## config.mk

```make
export PLATFORM = sky130hd
export DESIGN_NAME = mac_operand_feeder
export DESIGN_NICKNAME = d
export VERILOG_FILES = /design/src/rtl/mac_operand_feeder.sv
export SDC_FILE = /design/constraint.sdc
export NUM_CORES = 1
export LEC_CHECK = 0
export BUFFER_PORTS_ARGS = -buffer_cell sky130_fd_sc_hd__buf_2
export CAP_MARGIN = 10
export CORE_ASPECT_RATIO = 0.8
export CORE_UTILIZATION = 45
export CTS_CLUSTER_SIZE = 25
export DETAILED_ROUTE_END_ITERATION = 16
export SETUP_SLACK_MARGIN = 0.05
export SLEW_MARGIN = 20
export SYNTH_ARGS = -nofsm -noshare
export SYNTH_HDL_FRONTEND = slang
export SYNTH_SLANG_ARGS = --single-unit
```

## constraint.sdc

```tcl
create_clock -name clk -period 6.1 [get_ports clk]
set_clock_uncertainty 0.1 [all_clocks]
set_input_delay 0.305 -clock clk [delete_from_list [all_inputs] [get_ports clk]]
set_output_delay 0.305 -clock clk [all_outputs]
set_load 0.01 [all_outputs]
```

## src/rtl/mac_operand_feeder.sv

```systemverilog
// rtl/mac_operand_feeder.sv - FIFO-buffered operand pair feeder issuing fixed-length frames to a MAC
module mac_operand_feeder #(
    parameter int DEPTH     = 8,
    parameter int FRAME_LEN = 4
) (
    input  logic                     clk,
    input  logic                     rst_b,
    input  logic                     in_valid,
    input  logic [3:0]               in_a,
    input  logic [3:0]               in_b,
    output logic                     in_ready,
    input  logic                     start,
    output logic [3:0]               Data_a,
    output logic [3:0]               Data_b,
    output logic                     out_valid,
    output logic                     frame_done,
    output logic                     busy,
    output logic [$clog2(DEPTH):0]   level
);

    localparam int AW = $clog2(DEPTH);
    localparam int LW = AW + 1;
    localparam logic [LW-1:0] FULL_LVL = LW'(DEPTH);
    localparam logic [7:0]    LAST_CNT = 8'(FRAME_LEN);

    typedef enum logic [1:0] {
        S_IDLE,
        S_STREAM,
        S_DONE
    } state_t;

    state_t          state;
    state_t          state_nxt;
    logic [7:0]      count;
    logic [AW-1:0]   wr_ptr;
    logic [AW-1:0]   rd_ptr;
    logic [7:0]      mem [DEPTH];
    logic            push;
    logic            pop;

    // in_ready depends on the registered level only, so a full FIFO refuses
    // a push even when a pop frees a slot on the same edge.
    assign in_ready = (level != FULL_LVL);
    assign push     = in_valid && in_ready;
    assign busy     = (state != S_IDLE);

    always_comb begin
        state_nxt = state;
        pop       = 1'b0;
        case (state)
            S_IDLE: begin
                if (start) begin
                    state_nxt = S_STREAM;
                end
            end
            S_STREAM: begin
                if (level != '0) begin
                    pop = 1'b1;
                    if (count + 8'd1 == LAST_CNT) begin
                        state_nxt = S_DONE;
                    end
                end
            end
            S_DONE: begin
                state_nxt = S_IDLE;
            end
            default: begin
                state_nxt = S_IDLE;
            end
        endcase
    end

    always_ff @(posedge clk or negedge rst_b) begin
        if (!rst_b) begin
            state <= S_IDLE;
            count <= 8'd0;
        end else begin
            state <= state_nxt;
            if (state == S_IDLE && start) begin
                count <= 8'd0;
            end else if (pop) begin
                count <= count + 8'd1;
            end
        end
    end

    always_ff @(posedge clk) begin
        if (push) begin
            mem[wr_ptr] <= {in_a, in_b};
        end
    end

    always_ff @(posedge clk or negedge rst_b) begin
        if (!rst_b) begin
            wr_ptr <= '0;
            rd_ptr <= '0;
            level  <= '0;
        end else begin
            if (push) begin
                wr_ptr <= wr_ptr + AW'(1);
            end
            if (pop) begin
                rd_ptr <= rd_ptr + AW'(1);
            end
            case ({push, pop})
                2'b10:   level <= level + LW'(1);
                2'b01:   level <= level - LW'(1);
                default: level <= level;
            endcase
        end
    end

    // Non-issuing cycles drive zero operands so the MAC accumulates 0*0.
    always_ff @(posedge clk or negedge rst_b) begin
        if (!rst_b) begin
            Data_a     <= 4'd0;
            Data_b     <= 4'd0;
            out_valid  <= 1'b0;
            frame_done <= 1'b0;
        end else begin
            frame_done <= (state == S_DONE);
            if (pop) begin
                Data_a    <= mem[rd_ptr][7:4];
                Data_b    <= mem[rd_ptr][3:0];
                out_valid <= 1'b1;
            end else begin
                Data_a    <= 4'd0;
                Data_b    <= 4'd0;
                out_valid <= 1'b0;
            end
        end
    end

endmodule

```

==> out/metrics.cfg <==
[run_status]
outcome = complete, no violations

[clock_network]
htreeDepth = 3
cts_tree = built
cts-buffers-inserted = 9
numClockSinks = 94
clockBufferDepth = 2
clk_latency_ps = 360
post_cts_resized = 0
clk_pin_slew_ps = 100
clockRootBuffer = clkbuf_8

[worst_setup_path]
endpoint_kind = register
crit_type = register to register
start_kind = register
arrival_ps = 3050
critPathMaxFanout = 14
reg2reg_depth = 10
critPathRequiredTime_ps = 6240

[place]
place_congestion = 0.829
dp_hpwl_mm = 4.24
portBuffers = 27
dp_cells = 365

[finish]
antenna_cells = 0
layout.cells.non_filler = 382
drive_above_1_share_pct = 25.9
fin_nets = 288
area_growth_pct = 11.7

[pwr]
pwr-share-comb_pct = 33.2
peakVddDrop_mv = 0.199
seqPwrFrac_pct = 46.7
switching_share_pct = 34.5
clockPowerShare_pct = 20.1
p_int_mw = 1.37
p_switching_uw = 722
powerDensity_mw_per_mm2 = 484
p_leak_nw = 1.59
power.total_mw = 2.10

[yosys]
yosys.area.top_type = edfxtp_1
postSynth.asyncResetShare_pct = 31.9
synth_edf_count = 64
yosysMostFrequentCell = edfxtp_1
synth_area_mm2 = 0.00387
syn_inst = 237
synth-main-ff-cell = edfxtp_1
netlist_top_cells_area = edfxtp_1 50%, dfrtp_1 19%, mux4_2 9.3%
yosys_warnings = 0
ys_ff_latch = 94
synth_top_area_share_pct = 49.6
synth_cell_types = 45
yosys-top-cells-count = 64 x edfxtp_1, 30 x dfrtp_1, 19 x nor2_1
synth.net_count = 256
postSynthAreaPerCell_um2 = 16.3
ys_seq_area_share_pct = 69.0

[sta]
min_period_over_period_pct = 47.7
setup_viol = 0
tightest_slew_ps = 1010
setup_tns_ps = 0
finalMaxSlewViolations = 0
fin_crit_ps = 2910
hold_viol = 0
rsz0062_at_grt = false
fmax_mhz = 344
slew_headroom_pct = 32.5

[route]
first_iter_violations = 85
drc = 0
vias_per_cell = 5.28
vias = 2018
drt-total-wl_mm = 6.92
dr.pass1.iters = 4
ant_nets = 0
drt-wirelength-per-cell_um = 18.1

[floorplan]
die_y_um = 85.0
fp.dieW_um = 106
start_util_pct = 47.7
core_area_mm2 = 0.00813
io_pins = 28
dieArea_mm2 = 0.00899
fp-row-count = 29

[flow_run]
maxCapViolCount = 0

[global_route]
overflow = 0
grt_pass1_wl_mm = 11.2
grt_max_degree = 31
antenna_found_initial = 0
grt_pass1_vias = 2104
grt_usage_pct = 17.3

[hold_path]
whs_path_depth = 1
hold_class = input pin to register

## worst max-delay path, cell delays in order, from the launching register on
cell	delay, ps
dfrtp_1	480
or4_4	610
nand2_2	290
inv_2	190
ha_1	280
xor2_1	160
ha_1	180
a21oi_1	140
xor2_1	150
nor2_1	60
xor2_1	130
## sequential cells by signal, summed over array words and instances, names as in the netlist
name	count
mem	64
count	8
Data_a	4
Data_b	4
level	4
rd_ptr	3
wr_ptr	3
state	2
frame_done	1
out_valid	1
## layout by cell type (no fill, tap or decap), types with 2 or more instances in the layout
cell and instances:
mux4_2 16, inv_6 2, inv_1 2, ha_1 7, xor2_1 6, nand2b_1 3
nor3b_1 2, mux2i_1 8, edfxtp_1 64, nor3_2 2, or3_1 2, nor2b_1 3
clkbuf_8 10, o21ai_1 6, nor2_1 18, nand3_1 5, o21ai_0 4, a21oi_1 5
nor3_1 2, buf_2 27, xnor2_1 7, clkinvlp_4 2, and3_1 2, nand2_1 12
a311oi_1 2, dfrtp_1 30
## metal layers
layer  wire length, um  vias up  track usage, %
li1                  -      962               -
met1              3530     1008            24.9
met2              3080       39            25.9
met3               236        9            4.92
met4                72        0            5.05
met5                 0        -               0
## per-stage QoR
| stage | area [um^2] | util [%] | hold WS [ps] | setup WS [ps] |
|---|---|---|---|---|
| floorplan | 3870 | - | -90.6 | 3560 |
| global placement | 4110 | 50.6 | 303 | 3250 |
| detailed placement | 4110 | 50.6 | 301 | 3210 |
| CTS | 4330 | 53.2 | 102 | 3190 |
| global route | 4330 | 53.2 | 103 | 2990 |
| finish | 4330 | 53.2 | 114 | 3190 |
## kinds of logic (layout without fill, tap and decap cells)
| kind of cell | after synthesis | after routing | synth area share, % |
|---|---|---|---|
| simple gates | 64 | 64 | 8.82 |
| xor+xnor | 13 | 13 | 2.94 |
| compound gates | 22 | 22 | 3.42 |
| buf+inv | 11 | 48 | 1.61 |
| mux | 26 | 26 | 12.0 |
| flops | 94 | 94 | 69.0 |
| fa+ha+maj | 7 | 7 | 2.26 |
## layout make-up
class | count | area (um^2)
Timing Repair Buffer | 29 | 153
Clock buffer | 10 | 138
Tap cell | 108 | 135
Inverter | 3 | 11.3
Clock inverter | 6 | 67.6
Multi-Input combinational cell | 132 | 1150
Fill cell | 686 | 3800
Sequential cell | 94 | 2670
## final timing paths
check,start,to,slack [ps]
worst max-delay path,level[0],level[2],3190
max in group asynchronous,rst_b,Data_b[1],5010
worst min register to register,state[1],state[0],420
worst max register to register,level[0],level[2],3190
worst min-delay path,in_b[2],mem[5][2],110
min in group asynchronous,rst_b,Data_b[0],430
## power by group through the flow
stage               logic (mW)  clock network (mW)  registers, mW
floorplan                0.562                   0          0.945
global placement         0.696                   0          0.989
detailed placement       0.702                   0          0.995
CTS                      0.705               0.431          0.980
global route             0.778               0.457           1.00
finish                   0.696               0.422          0.979
## timing repair
item                      CTS  global route
setup buffers               0             0
hold buffers                1             0
hold endpoints to repair   30             0
Power figures use the tool's default switching activity.
